[config.mk]
export PLATFORM = sky130hd
export DESIGN_NAME = time_keeper_flat
export DESIGN_NICKNAME = d
export VERILOG_FILES = /design/src/rtl/clk_pkg.sv /design/src/rtl/time_keeper_if.sv /design/src/rtl/rise_det.sv /design/src/rtl/time_keeper.sv /design/src/flat_wrapper.sv
export SDC_FILE = /design/constraint.sdc
export NUM_CORES = 1
export LEC_CHECK = 0
export CORE_ASPECT_RATIO = 0.75
export CORE_MARGIN = 4
export CORE_UTILIZATION = 50
export DETAILED_ROUTE_END_ITERATION = 16
export PLACE_DENSITY = 0.84
export SLEW_MARGIN = 20
export SYNTH_ARGS = -nofsm -noshare
export SYNTH_HDL_FRONTEND = slang
export SYNTH_SLANG_ARGS = --single-unit
[constraint.sdc]
create_clock -name clk_50MHz -period 2.4 [get_ports clk_50MHz]
set_input_delay 0.36 -clock clk_50MHz [delete_from_list [all_inputs] [get_ports clk_50MHz]]
set_output_delay 0.36 -clock clk_50MHz [all_outputs]
set_load 0.02 [all_outputs]
[src/rtl/clk_pkg.sv]
// Shared widths, limits and set-mode encodings for the wall-clock time keeper.
package clk_pkg;

  localparam int unsigned SEC_W    = 6;
  localparam int unsigned MIN_W    = 6;
  localparam int unsigned HOUR_W   = 5;
  localparam int unsigned SEC_MAX  = 59;
  localparam int unsigned MIN_MAX  = 59;
  localparam int unsigned HOUR_MAX = 23;

  typedef enum logic [1:0] {
    ST_RUN      = 2'b00,
    ST_SET_HOUR = 2'b01,
    ST_SET_MIN  = 2'b10
  } set_state_e;

  // 24-hour value to 12-hour display value (0 and 12 both show as 12)
  function automatic logic [HOUR_W-1:0] to_hour12(input logic [HOUR_W-1:0] h24);
    logic [HOUR_W-1:0] h;
    h = (h24 >= HOUR_W'(12)) ? h24 - HOUR_W'(12) : h24;
    return (h == '0) ? HOUR_W'(12) : h;
  endfunction

endpackage

[src/rtl/time_keeper_if.sv]
// Button/1 Hz inputs and time outputs of the time keeper, bundled for the display stage.
interface time_keeper_if;
  import clk_pkg::*;

  logic              sig_1Hz;
  logic              mode_btn;
  logic              inc_btn;
  logic [SEC_W-1:0]  sec;
  logic [MIN_W-1:0]  min;
  logic [HOUR_W-1:0] hour;
  logic              pm;
  logic [1:0]        set_state;
  logic              sec_tick;

  modport master (
    output sig_1Hz, mode_btn, inc_btn,
    input  sec, min, hour, pm, set_state, sec_tick
  );

  modport slave (
    input  sig_1Hz, mode_btn, inc_btn,
    output sec, min, hour, pm, set_state, sec_tick
  );

endinterface

[src/rtl/rise_det.sv]
// Two-register sampler with a rising-edge pulse taken between the two stages.
module rise_det (
  input  logic clk,
  input  logic rst_n,
  input  logic i_sig,
  output logic o_rise_c
);

  logic r_q0;
  logic r_q1;

  always_ff @(posedge clk or negedge rst_n) begin
    if (!rst_n) begin
      r_q0 <= 1'b0;
      r_q1 <= 1'b0;
    end else begin
      r_q0 <= i_sig;
      r_q1 <= r_q0;
    end
  end

  assign o_rise_c = r_q0 & ~r_q1;

endmodule

[src/rtl/time_keeper.sv]
// hh:mm:ss wall clock advanced by sig_1Hz rises, with hour/minute set mode.
// Optional HOUR12_EN maps the internal 24-hour count to a 1..12 hour plus pm flag.
module time_keeper
  import clk_pkg::*;
#(
  parameter int unsigned INIT_HOUR = 0,
  parameter int unsigned INIT_MIN  = 0
) (
  input  logic          clk_50MHz,
  input  logic          reset_n,
  time_keeper_if.slave  bus
);

  logic w_tick_rise;
  logic w_mode_rise;
  logic w_inc_rise;

  rise_det u_rise_1hz (
    .clk      (clk_50MHz),
    .rst_n    (reset_n),
    .i_sig    (bus.sig_1Hz),
    .o_rise_c (w_tick_rise)
  );

  rise_det u_rise_mode (
    .clk      (clk_50MHz),
    .rst_n    (reset_n),
    .i_sig    (bus.mode_btn),
    .o_rise_c (w_mode_rise)
  );

  rise_det u_rise_inc (
    .clk      (clk_50MHz),
    .rst_n    (reset_n),
    .i_sig    (bus.inc_btn),
    .o_rise_c (w_inc_rise)
  );

  set_state_e        r_state;
  logic [SEC_W-1:0]  r_sec;
  logic [MIN_W-1:0]  r_min;
  logic [HOUR_W-1:0] r_h24;
  logic              r_sec_tick;

  logic [SEC_W-1:0]  w_sec_nxt;
  logic [MIN_W-1:0]  w_min_nxt;
  logic [HOUR_W-1:0] w_h24_nxt;
  logic              w_tick_nxt;

  // Counter next values; a mode rise pre-empts any tick or inc in the same cycle
  always_comb begin
    w_sec_nxt  = r_sec;
    w_min_nxt  = r_min;
    w_h24_nxt  = r_h24;
    w_tick_nxt = 1'b0;
    if (w_mode_rise) begin
      if (r_state == ST_RUN) w_sec_nxt = '0;
    end else begin
      case (r_state)
        ST_RUN: begin
          if (w_tick_rise) begin
            w_tick_nxt = 1'b1;
            if (r_sec == SEC_W'(SEC_MAX)) begin
              w_sec_nxt = '0;
              if (r_min == MIN_W'(MIN_MAX)) begin
                w_min_nxt = '0;
                w_h24_nxt = (r_h24 == HOUR_W'(HOUR_MAX)) ? '0 : r_h24 + HOUR_W'(1);
              end else begin
                w_min_nxt = r_min + MIN_W'(1);
              end
            end else begin
              w_sec_nxt = r_sec + SEC_W'(1);
            end
          end
        end
        ST_SET_HOUR: begin
          if (w_inc_rise)
            w_h24_nxt = (r_h24 == HOUR_W'(HOUR_MAX)) ? '0 : r_h24 + HOUR_W'(1);
        end
        ST_SET_MIN: begin
          if (w_inc_rise)
            w_min_nxt = (r_min == MIN_W'(MIN_MAX)) ? '0 : r_min + MIN_W'(1);
        end
        default: ;
      endcase
    end
  end

  // Set-mode FSM and time registers
  always_ff @(posedge clk_50MHz or negedge reset_n) begin
    if (!reset_n) begin
      r_state    <= ST_RUN;
      r_sec      <= '0;
      r_min      <= MIN_W'(INIT_MIN);
      r_h24      <= HOUR_W'(INIT_HOUR);
      r_sec_tick <= 1'b0;
    end else begin
      if (w_mode_rise) begin
        case (r_state)
          ST_RUN:      r_state <= ST_SET_HOUR;
          ST_SET_HOUR: r_state <= ST_SET_MIN;
          default:     r_state <= ST_RUN;
        endcase
      end
      r_sec      <= w_sec_nxt;
      r_min      <= w_min_nxt;
      r_h24      <= w_h24_nxt;
      r_sec_tick <= w_tick_nxt;
    end
  end

`ifdef HOUR12_EN
  logic [HOUR_W-1:0] r_hour;
  logic              r_pm;

  // Display mapping registered from the next 24-hour value so it tracks r_h24 exactly
  always_ff @(posedge clk_50MHz or negedge reset_n) begin
    if (!reset_n) begin
      r_hour <= to_hour12(HOUR_W'(INIT_HOUR));
      r_pm   <= (INIT_HOUR >= 12);
    end else begin
      r_hour <= to_hour12(w_h24_nxt);
      r_pm   <= (w_h24_nxt >= HOUR_W'(12));
    end
  end

  assign bus.hour = r_hour;
  assign bus.pm   = r_pm;
`else
  assign bus.hour = r_h24;
  assign bus.pm   = 1'b0;
`endif

  assign bus.sec       = r_sec;
  assign bus.min       = r_min;
  assign bus.set_state = r_state;
  assign bus.sec_tick  = r_sec_tick;

endmodule

[src/flat_wrapper.sv]
// flat-port wrapper written by rule: the top's interface ports become plain ports
module time_keeper_flat import clk_pkg::*;
#(
  parameter int unsigned INIT_HOUR = 0,
  parameter int unsigned INIT_MIN  = 0
)
  (clk_50MHz, reset_n, bus_sig_1Hz, bus_mode_btn, bus_inc_btn, bus_sec, bus_min, bus_hour, bus_pm, bus_set_state, bus_sec_tick);
  time_keeper_if bus_i ();
  input  logic clk_50MHz;
  input  logic reset_n;
  input wire logic [$bits(bus_i.sig_1Hz)-1:0] bus_sig_1Hz;
  input wire logic [$bits(bus_i.mode_btn)-1:0] bus_mode_btn;
  input wire logic [$bits(bus_i.inc_btn)-1:0] bus_inc_btn;
  output wire logic [$bits(bus_i.sec)-1:0] bus_sec;
  output wire logic [$bits(bus_i.min)-1:0] bus_min;
  output wire logic [$bits(bus_i.hour)-1:0] bus_hour;
  output wire logic [$bits(bus_i.pm)-1:0] bus_pm;
  output wire logic [$bits(bus_i.set_state)-1:0] bus_set_state;
  output wire logic [$bits(bus_i.sec_tick)-1:0] bus_sec_tick;
  assign bus_i.sig_1Hz = bus_sig_1Hz;
  assign bus_i.mode_btn = bus_mode_btn;
  assign bus_i.inc_btn = bus_inc_btn;
  assign bus_sec = bus_i.sec;
  assign bus_min = bus_i.min;
  assign bus_hour = bus_i.hour;
  assign bus_pm = bus_i.pm;
  assign bus_set_state = bus_i.set_state;
  assign bus_sec_tick = bus_i.sec_tick;
  time_keeper #(.INIT_HOUR(INIT_HOUR), .INIT_MIN(INIT_MIN)) u_core (.clk_50MHz(clk_50MHz), .reset_n(reset_n), .bus(bus_i));
endmodule
==> results.md, run 1 <==
- Run status: finished clean
- Area fraction of the dominant cell type after synthesis: 0.5053
- Diodes inserted: 0
- Core Rows: 15
- WP data arrival: around 2200 ps
- Area of the die: 3459 um^2
- Initial Util: 0.5402
- Clock skew: 3.528 ps
- Min Tclk post-route: between 2000 and 2500 ps
- Period utilization: 0.8376
- Core area: 2384 um^2
- CP most frequent cell: nand4_1
- R2R Setup Slk: between 300 and 400 ps
- Vias/cell: 5.511
- Top post-synthesis cells by area: dfrtp_1 (51%), o21ai_0 (3.5%), nand3_1 (3.1%)
- Layout overhead on the synthesized area: 22.55%
- Non-Filler Instances: 176
- I/O pins: 26
- Max_cap viols: 0
- Crit-path max cell delay: 530 ps
- Post-synth EDFFs: 0
- Fraction of layout cells with a size suffix above 1: 0.1127
- DR WL/cell: 14.72 um
- Worst hold slack: just under 400 ps
- R2r startpoint: u_core.bus.sec[0]$_DFFE_PN0P_
- Hold Path Class: input port to async pin
- Leakage: 0.6742 nW
- # port buffers: 24
- Gr ovfl total: 0
- GP Congestion: 0.8666
- CTS HTree Levels: 1
- Slew Limit Fails: 0
- Post-cts resize count: 0
- Worst Setup EP: u_core.bus.hour[4]$_DFFE_PN0P_
- Synth Warn #: 0
- Worst-path maximum fanout: 5
- Seq cells post-synth: 26
- CP max stage cell: o41ai_2
- Nets@finish: around 150
- Power Density: about 850 nW/um^2
- R2r worst-path depth: 5
- Initial DRC Count: 65
- Crit Path Category: flop to flop
- DRT Pass-1 Iters: 4
- Post-CTS Setup Bufs: 0
- Largest net degree at the start of global routing: 27
- Drt drc: 0
- Routed Antenna Nets: 0
- Max-slew headroom: 0.5559
- Clock-pin slew on the worst setup and hold paths: 130 ps
- FF-to-FF End: u_core.bus.hour[4]$_DFFE_PN0P_
- Syn Nets: approximately 130
- Clk sinks: 26
- Post-synth top area cell: dfrtp_1
- Final Util: 0.6619
- Via count: 970
- RSZ-0062 raised after global routing: no
- Fillers: ~200
- First-pass GRT wire length: about 4600 um
- Netlist cell types: 40
- Die Ht: 51.95 um
- Critical Path End Type: flop
- Worst-Skew Late Latency: 320 ps
- CTS tree: yes
- Final setup vio count: 0
- Post-detail-place hpwl: 1907 um
- FF/Latch Area: about 650 um^2
- Sequential area share after synthesis: 0.5053
- Maximum vdd drop: 0.0006044 V
- Root Buffer: clkbuf_4
- Syn_area_per_cell: roughly 11 um^2
- Startpoint Class: flop
- Hold_buf cts: 0
- Vias in the first global route: slightly above 1,000
- Die W: 66.60 um
- Drt total wl: 2591 um
- Clock Tree Buf Depth: 2
- GRT Util Overall: 0.1784
- Initial antenna violation count: 0
- Top FF cell, synth: dfrtp_1
- Worst Setup SP: u_core.bus.sec[0]$_DFFE_PN0P_
- Critical Path, Cell by Cell: ha_1 -> nand4_1 -> o41ai_2 -> nand4_1 -> mux2_1
- Syn Inst Count: 117
- CP Data Required Time: 2610 ps
- Fmax: 0.4974 GHz
- Ys async rst share: 1.000
- Num CTS Buffers: 3
- Synthesized cell area: 1287 um^2
- Worst Tran Pin Value: about 660 ps
- TNS Setup: 0 ps
- Area of the multi-input gates: between 500 and 600 um^2
- Placed instance count: ~170
- Final hold violations: 0
-- per-stage QoR --
step,setup slack (ps),instance area [um^2],power (mW)
floorplan,469.5,1287,0.9393
global placement,539.7,1555,1.142
detailed placement,432.5,1555,1.164
CTS,381.4,1578,1.349
global route,204.0,1578,1.446
finish,389.7,1578,1.337
-- worst min path at each step --
| stage | startpoint | endpoint | slack [ps] |
|---|---|---|---|
| 6_report | reset_n | u_core.bus.min[1]$_DFFE_PN0P_ | 390 |
| 3_3_place_gp | u_core.u_rise_mode.r_q0$_DFF_PN0_ | u_core.u_rise_mode.r_q1$_DFF_PN0_ | 390 |
| 5_1_grt | reset_n | u_core.bus.min[4]$_DFFE_PN0P_ | 400 |
| 2_1_floorplan | reset_n | u_core.bus.hour[0]$_DFFE_PN0P_ | 60 |
| 3_5_place_dp | u_core.u_rise_mode.r_q0$_DFF_PN0_ | u_core.u_rise_mode.r_q1$_DFF_PN0_ | 380 |
| 4_1_cts | reset_n | u_core.bus.min[1]$_DFFE_PN0P_ | 400 |
-- cell type report --
cell class / count / area share
Tap cell: 34 / 0.02696
Timing Repair Buffer: 25 / 0.1570
Multi-Input combinational cell: 83 / 0.3775
Inverter: 5 / 0.01190
Clock buffer: 3 / 0.01427
Sequential cell: 26 / 0.4124
-- worst max-delay path, delay by kind of cell (launching register included) --
family          cells  cell delay (ps)
mux                 1              340
fa+ha+maj           1              220
simple gates        2              400
flops               1              420
compound gates      1              530
-- registers in the layout, summed over array words and instances, names as in the netlist --
signal and flops:
u_core.bus.sec_tick 1, u_core.bus.hour 5, u_core.u_rise_inc.r_q1 1, u_core.u_rise_mode.r_q0 1, u_core.bus.set_state 2, u_core.bus.sec 6
u_core.u_rise_1hz.r_q1 1, u_core.u_rise_mode.r_q1 1, u_core.u_rise_inc.r_q0 1, u_core.u_rise_1hz.r_q0 1, u_core.bus.min 6
-- layout by cell type, fill, tap and decap left out, types with 2 or more instances in the layout --
| cell type | synthesis | layout |
|---|---|---|
| a21oi_1 | 2 | 2 |
| nand3_1 | 8 | 8 |
| a31o_2 | 2 | 2 |
| mux2_2 | 2 | 2 |
| mux2i_1 | 2 | 2 |
| nor2_1 | 5 | 5 |
| o21ai_0 | 9 | 9 |
| dfrtp_1 | 26 | 26 |
| nand2b_1 | 4 | 4 |
| clkbuf_4 | 0 | 3 |
| nand2_1 | 9 | 9 |
| clkdlybuf4s50_1 | 0 | 24 |
| mux2_1 | 2 | 2 |
| nor2b_1 | 2 | 2 |
| and3_1 | 3 | 3 |
| inv_1 | 5 | 5 |
| nand3b_1 | 3 | 3 |
| nand4_1 | 3 | 3 |
| xnor2_1 | 3 | 3 |
| a22o_1 | 3 | 3 |
| ha_1 | 3 | 3 |
-- layer usage --
metal	up-vias	global-route usage	part of all wire
met1	470	0.2293	0.49
li1	477	-	-
met2	19	0.2763	0.45
met5	-	0	0
met4	0	0.07095	0.014
met3	4	0.06048	0.036
-- Yosys cell counts (all sizes together), types with 3 or more instances --
master,instances
a22o,3
and3,3
dfrtp,26
ha,3
inv,5
mux2,5
nand2,10
nand2b,4
nand3,8
nand3b,3
nand4,3
nor2,5
o21ai,9
xnor2,3
-- cell families after synthesis --
kind of cell / after synthesis / synth area share
xor gates and xnor gates: 3 / 0.02041
other: 1 / 0.002913
and+or+nand+nor: 43 / 0.1837
adders and majority gates: 3 / 0.02916
AOI/OAI and AO/OA: 26 / 0.1643
buffers and inverters: 8 / 0.03207
muxes: 7 / 0.06219
DFF: 26 / 0.5053
-- power breakdown --
part / leakage (nW) / internal [mW] / switching, mW / total, mW
Sequential: 0.337 / 0.519 / 0.120 / 0.640
Combinational: 0.324 / 0.251 / 0.267 / 0.518
Clock: 0.0138 / 0.0588 / 0.121 / 0.179
Total: 0.674 / 0.830 / 0.508 / 1.34
No activity file was read; power rests on OpenSTA's default activity.
==> run 2, diff against run 1 <==
--- a/config.mk
+++ b/config.mk
@@ -7,9 +7,9 @@
 export LEC_CHECK = 0
 export CORE_ASPECT_RATIO = 0.75
 export CORE_MARGIN = 4
-export CORE_UTILIZATION = 50
+export CORE_UTILIZATION = 45
 export DETAILED_ROUTE_END_ITERATION = 16
-export PLACE_DENSITY = 0.84
+export PLACE_DENSITY = 0.8
 export SLEW_MARGIN = 20
 export SYNTH_ARGS = -nofsm -noshare
 export SYNTH_HDL_FRONTEND = slang
==> constraint.sdc (replaced) <==
create_clock -name clk_50MHz -period 1.7 [get_ports clk_50MHz]
set_input_delay 0.255 -clock clk_50MHz [delete_from_list [all_inputs] [get_ports clk_50MHz]]
set_output_delay 0.255 -clock clk_50MHz [all_outputs]
set_load 0.02 [all_outputs]
==> run 2 against run 1 <==
The flow now finishes with violations (setup timing). Routed wire length increased by 26%. Via count grew 16%. Clock-buffer cell count unchanged. Sequential power rose by 33%. Maximum frequency is 15% higher. Global-route usage shrank 0.82 points. Critical path type unchanged. Critical endpoint is now u_core.bus.min[1]$_DFFE_PN0P_. Largest power group is now combinational logic.
==> results.md, run 2 (synthesis results as in run 1) <==
- Via count: 1,126 (was 970)
- Crit Path Category: flop to flop (unchanged)
- GP Congestion: 0.8632 (was 0.8666)
- Non-Filler Instances: 202 (was 176)
- Core area: 2663 um^2 (was 2384 um^2)
- Max layer used: met4 (unchanged)
- TNS Setup: -177.8 ps (was 0 ps)
- Fmax: 0.5726 GHz (was 0.4974 GHz)
- Drt total wl: 3266 um (was 2591 um)
- Final setup vio count: 6 (was 0)
- Num CTS Buffers: 3 (unchanged)
- Fillers: 161 (was 203)
- R2R Setup Slk: -50 ps (was 390 ps)
- First-pass GRT wire length: 4988 um (was 4629 um)
- Routed Antenna Nets: 0 (unchanged)
- Clock Tree Buf Depth: 2 (unchanged)
- Clock skew: 1.251 ps (was 3.528 ps)
- DRT Pass-1 Iters: 4 (unchanged)
- Worst-path maximum fanout: 6 (was 5)
- Cell family contributing the most delay on the critical path: flip-flops (was compound AO/OA/AOI/OAI gates)
- Worst Setup SP: u_core.bus.sec[0]$_DFFE_PN0P_ (unchanged)
- Post-detail-place hpwl: 2266 um (was 1907 um)
- Leakage: 0.9138 nW (was 0.6742 nW)
- Root Buffer: clkbuf_8 (was clkbuf_4)
- Vias in the first global route: 1,057 (was 1,014)
- Largest net degree at the start of global routing: 27 (unchanged)
- CP Data Required Time: 1860 ps (was 2610 ps)
- Final Power: 2.431 mW (was 1.337 mW)
- Clock-pin slew on the worst setup and hold paths: 90 ps (was 130 ps)
- Worst hold slack: 347.3 ps (was 388.0 ps)
- Gr ovfl total: 0 (unchanged)
- DP Worst Slack: -58.04 ps (was 432.5 ps)
- Commonest non-fill, non-tap cell in the layout: buf_4 (was dfrtp_1)
- Worst setup margin: -46.46 ps (was 389.7 ps)
- DR WL/cell: 16.17 um (was 14.72 um)
- Final Util: 0.7143 (was 0.6619)
- Post-place instance area: 1713 um^2 (was 1555 um^2)
- Min Tclk post-route: 1746 ps (was 2010 ps)
- Drt drc: 0 (unchanged)
- WL met3: 248 um (was 94 um)
- # port buffers: 24 (unchanged)
- Die Ht: 54.32 um (was 51.95 um)
- Hold Path Class: input port to async pin (unchanged)
- Met2 WL: 1623 um (was 1178 um)
- Vias/cell: 5.574 (was 5.511)
- I/O pins: 26 (unchanged)
- WP data arrival: 1910 ps (was 2220 ps)
- Fraction of layout cells with a size suffix above 1: 0.3193 (was 0.1127)
- Placed instance count: 194 (was 173)
- Max_cap viols: 0 (unchanged)
- Critical Path End Type: flop (unchanged)
- Slew Limit Fails: 0 (unchanged)
- Startpoint Class: flop (unchanged)
- CTS HTree Levels: 1 (unchanged)
- Area of the multi-input gates: 675.6 um^2 (was 595.6 um^2)
- Die W: 69.77 um (was 66.60 um)
- Clk sinks: 26 (unchanged)
- CTS tree: yes (unchanged)
- Failing checks: setup timing
- Final hold violations: 0 (unchanged)
- Layout overhead on the synthesized area: 47.72% (was 22.55%)
- Period utilization: 1.027 (was 0.8376)
- Most frequent cells in the layout: buf_4 (24), dfrtp_1 (20), clkdlybuf4s50_1 (19) (was dfrtp_1 (26), clkdlybuf4s50_1 (24), nand2_1 (9), o21ai_0 (9), nand3_1 (8))
- FF/Latch Area: 658.1 um^2 (was 650.6 um^2)
- Worst path buffer plus inverter count: 1 (was 0)
- Run status: complete, but fails checks (was finished clean)
- Core Rows: 16 (was 15)
- Area of the die: 3790 um^2 (was 3459 um^2)
- Initial Util: 0.4836 (was 0.5402)
- R2r startpoint: u_core.bus.sec[0]$_DFFE_PN0P_ (unchanged)
- Nets@finish: 175 (was 152)
- RSZ-0062 raised after global routing: yes (was no)
- CP max stage cell: dfrtp_2 (was o41ai_2)
- Met1 Wirelength: 1359 um (was 1282 um)
- Maximum vdd drop: 0.0008367 V (was 0.0006044 V)
- Diodes inserted: 0 (unchanged)
- Final instance area: 1902 um^2 (was 1578 um^2)
- Hold_buf cts: 0 (unchanged)
- Critical Path, Cell by Cell: ha_4 -> nand4_1 -> buf_4 -> o31ai_4 -> nand2_4 -> mux2_4 (was ha_1 -> nand4_1 -> o41ai_2 -> nand4_1 -> mux2_1)
- Initial antenna violation count: 0 (unchanged)
- Crit-path max cell delay: 400 ps (was 530 ps)
- GRT Util Overall: 0.1701 (was 0.1784)
- Initial DRC Count: 74 (was 65)
- Power Density: 1278 nW/um^2 (was 847.6 nW/um^2)
- Worst-Skew Late Latency: 270 ps (was 320 ps)
==> run 2: cell count changes in the layout (fill, tap and decap cells not counted), sizes merged <==
cell / change
buf: +23
clkdlybuf4s50: -5
dlymetal6s2s: +5
bufinv: +1
==> run 2: area by class of cell <==
| class | instances | area share |
|---|---|---|
| Inverter | 5 | 0.009868 |
| Sequential cell | 26 | 0.3461 |
| Multi-Input combinational cell | 83 | 0.3553 |
| Timing Repair Buffer | 48 | 0.2276 |
| Clock inverter | 1 | 0.01579 |
| Tap cell | 36 | 0.02368 |
| Clock buffer | 3 | 0.02171 |
==> run 2: power breakdown <==
group	leakage [nW]	total (mW)	switching (mW)	internal, mW
registers	0.329	0.853	0.108	0.746
clock network	0.0357	0.512	0.197	0.315
logic	0.549	1.07	0.535	0.531
total	0.914	2.43	0.840	1.59
==> run 2: per-layer routing <==
| layer | track usage | vias up |
|---|---|---|
| met5 | 0 | - |
| met4 | 0.04140 | 0 |
| met3 | 0.06239 | 4 |
| met2 | 0.2962 | 46 |
| met1 | 0.2055 | 558 |
| li1 | - | 518 |
==> run 2: worst paths after layout <==
path                            cells past startpoint                             endpoint
worst max-delay path                                6        u_core.bus.min[1]$_DFFE_PN0P_
worst min-delay path                                2        u_core.bus.min[3]$_DFFE_PN0P_
worst max register to register                      6        u_core.bus.min[1]$_DFFE_PN0P_
worst min register to register                      0    u_core.u_rise_mode.r_q1$_DFF_PN0_
max in group asynchronous                           2  u_core.bus.set_state[0]$_DFFE_PN0N_
min in group clk_50MHz                              0    u_core.u_rise_mode.r_q1$_DFF_PN0_
==> run 2: what timing repair did <==
action / 4_1_cts / 5_1_grt
resized for setup: 3 / 15
pin swaps: 3 / 8
setup buffers: 4 / 0
setup endpoints to repair: 7 / 15
==> run 3, diff against run 2 <==
--- a/config.mk
+++ b/config.mk
@@ -7,9 +7,10 @@
 export LEC_CHECK = 0
 export CORE_ASPECT_RATIO = 0.75
 export CORE_MARGIN = 4
-export CORE_UTILIZATION = 45
+export CORE_UTILIZATION = 50
 export DETAILED_ROUTE_END_ITERATION = 16
-export PLACE_DENSITY = 0.8
+export DONT_BUFFER_PORTS = 1
+export PLACE_DENSITY = 0.71
 export SLEW_MARGIN = 20
 export SYNTH_ARGS = -nofsm -noshare
 export SYNTH_HDL_FRONTEND = slang
==> constraint.sdc (replaced) <==
create_clock -name clk_50MHz -period 2.05 [get_ports clk_50MHz]
set_input_delay 0.3075 -clock clk_50MHz [delete_from_list [all_inputs] [get_ports clk_50MHz]]
set_output_delay 0.3075 -clock clk_50MHz [all_outputs]
set_load 0.02 [all_outputs]
==> run 3 against run 2 <==
The run now ends clean. Global-route usage is 0.88 points higher. Largest power group is now sequential cells. Critical endpoint is now u_core.bus.hour[4]$_DFFE_PN0P_. Clock skew is 5.2 ps higher. Clock-buffer cell count stayed put. First-iteration DRC count is 30% lower.
==> results.md, run 3 (synthesis results as in run 1) <==
- Met1 GRT Util: 0.2483 (was 0.2055)
- Initial Util: 0.5402 (was 0.4836)
- GRT Util Overall: 0.1789 (was 0.1701)
- Clock skew: 6.422 ps (was 1.251 ps)
- Maximum vdd drop: 0.0004962 V (was 0.0008367 V)
- Worst-path maximum fanout: 4 (was 6)
- Largest net degree at the start of global routing: 27 (unchanged)
- FF-to-FF End: u_core.bus.hour[4]$_DFFE_PN0P_ (was u_core.bus.min[1]$_DFFE_PN0P_)
- Worst-Skew Late Latency: 310 ps (was 270 ps)
- Grt met2 use: 0.2664 (was 0.2962)
- Initial DRC Count: 52 (was 74)
- Startpoint Class: flop (unchanged)
- Crit Path Category: flop to flop (unchanged)
- Root Buffer: clkbuf_4 (was clkbuf_8)
- Drt total wl: 2613 um (was 3266 um)
- GP Congestion: 0.8474 (was 0.8632)
- Most Crowded Layer GR: met2 (unchanged)
- Post-CTS Setup Bufs: 0 (was 4)
- Leakage: 0.7048 nW (was 0.9138 nW)
- Worst hold slack: 418.1 ps (was 347.3 ps)
- Area of the die: 3459 um^2 (was 3790 um^2)
- Gr ovfl total: 0 (unchanged)
- Drt drc: 0 (unchanged)
- Slew Limit Fails: 0 (unchanged)
- Diodes inserted: 0 (unchanged)
- GR Layer Usage met3: 0.06479 (was 0.06239)
- Final hold violations: 0 (unchanged)
- Fmax: 0.5395 GHz (was 0.5726 GHz)
- Final Util: 0.6352 (was 0.7143)
- Max_cap viols: 0 (unchanged)
- Post-detail-place hpwl: 1982 um (was 2266 um)
- Nets@finish: 147 (was 175)
- Initial antenna violation count: 0 (unchanged)
- R2R Setup Slk: 200 ps (was -50 ps)
- Vias/cell: 5.713 (was 5.574)
- Run status: finished clean (was complete, but fails checks)
- Hold Path Class: input port to async pin (unchanged)
- First-pass GRT wire length: 4712 um (was 4988 um)
- Core area: 2384 um^2 (was 2663 um^2)
- Final setup vio count: 0 (was 6)
- Period utilization: 0.9042 (was 1.027)
- I/O pins: 26 (unchanged)
- Core Rows: 15 (was 16)
- Routed Antenna Nets: 0 (unchanged)
- Via count: 977 (was 1,126)
- Most frequent cells in the layout: dfrtp_1 (26), buf_4 (15), nand2_1 (9), o21ai_0 (9), nand3_1 (8) (was buf_4 (24), dfrtp_1 (20), clkdlybuf4s50_1 (19))
- Min Tclk post-route: 1854 ps (was 1746 ps)
- R2r startpoint: u_core.bus.sec[0]$_DFFE_PN0P_ (unchanged)
- CTS HTree Levels: 1 (unchanged)
- WP data arrival: 2060 ps (was 1910 ps)
- Clk sinks: 26 (unchanged)
- Layout overhead on the synthesized area: 17.59% (was 47.72%)
- # port buffers: 0 (was 24)
- Fraction of layout cells with a size suffix above 1: 0.2263 (was 0.3193)
- Num CTS Buffers: 3 (unchanged)
- DR WL/cell: 15.28 um (was 16.17 um)
- Clock Tree Buf Depth: 2 (unchanged)
- Post-place instance area: 1420 um^2 (was 1713 um^2)
- Vias in the first global route: 1,011 (was 1,057)
- Die Ht: 51.95 um (was 54.32 um)
- Fillers: 216 (was 161)
- Clock-pin slew on the worst setup and hold paths: 130 ps (was 90 ps)
- Critical Path End Type: flop (unchanged)
- DRT Pass-1 Iters: 4 (unchanged)
- CTS tree: yes (unchanged)
- TNS Setup: 0 ps (was -177.8 ps)
- Final instance area: 1514 um^2 (was 1902 um^2)
- CP Data Required Time: 2260 ps (was 1860 ps)
- Die W: 66.60 um (was 69.77 um)
- Commonest non-fill, non-tap cell in the layout: dfrtp_1 (was buf_4)
- R2r worst-path depth: 5 (was 6)
- RSZ-0062 raised after global routing: no (was yes)
- Power Density: 986.6 nW/um^2 (was 1278 nW/um^2)
-- run 3: metal layers --
layer	up-vias	routed length, um
met5	-	0
met4	0	14
met3	2	220
met2	30	1169
met1	483	1208
li1	462	-
-- run 3: worst max path at each step --
stage | end | start | depth (start not counted)
global placement | u_core.bus.hour[4]$_DFFE_PN0P_ | u_core.bus.sec[0]$_DFFE_PN0P_ | 5
floorplan | u_core.bus.hour[4]$_DFFE_PN0P_ | u_core.bus.sec[0]$_DFFE_PN0P_ | 5
detailed placement | u_core.bus.hour[4]$_DFFE_PN0P_ | u_core.bus.sec[0]$_DFFE_PN0P_ | 5
CTS | u_core.bus.hour[4]$_DFFE_PN0P_ | u_core.bus.sec[0]$_DFFE_PN0P_ | 5
global route | u_core.bus.hour[4]$_DFFE_PN0P_ | u_core.bus.sec[1]$_DFFE_PN0P_ | 5
finish | u_core.bus.hour[4]$_DFFE_PN0P_ | u_core.bus.sec[0]$_DFFE_PN0P_ | 5
-- run 3: where the power goes --
part | switching [mW] | total (mW) | internal, mW
clock | 0.137 | 0.206 | 0.0687
combinational | 0.329 | 0.561 | 0.232
sequential | 0.120 | 0.727 | 0.608
total | 0.585 | 1.49 | 0.908
-- run 3: through the flow --
stage | total power [mW] | instances | setup WS (ps)
floorplan | 1.100 | 117 | 119.5
global placement | 1.244 | 163 | 230.9
detailed placement | 1.275 | 163 | 54.39
CTS | 1.506 | 171 | 31.81
global route | 1.615 | 171 | 84.68
finish | 1.494 | 171 | 196.4
-- run 3: timing repair --
item	4_1_cts	5_1_grt
hold buffers	5	0
hold endpoints to repair	29	0
endpoints found under the setup margin	0	4
gates resized for setup	0	1
-- run 3: layout make-up --
class	count	area, um^2	share of cell area
clock buffer	3	22.52	0.01488
timing repair buffer	20	172.7	0.1141
sequential	26	650.6	0.4298
inverter	5	18.77	0.01240
tap	34	42.54	0.02810
multi-input combinational	83	606.8	0.4008
-- run 3: worst max-delay path: stages (launching register included) --
cell and delay [ps]:
dfrtp_1 380, ha_1 210, nand4_1 280, o41ai_4 380, nand4_1 160, mux2_1 340
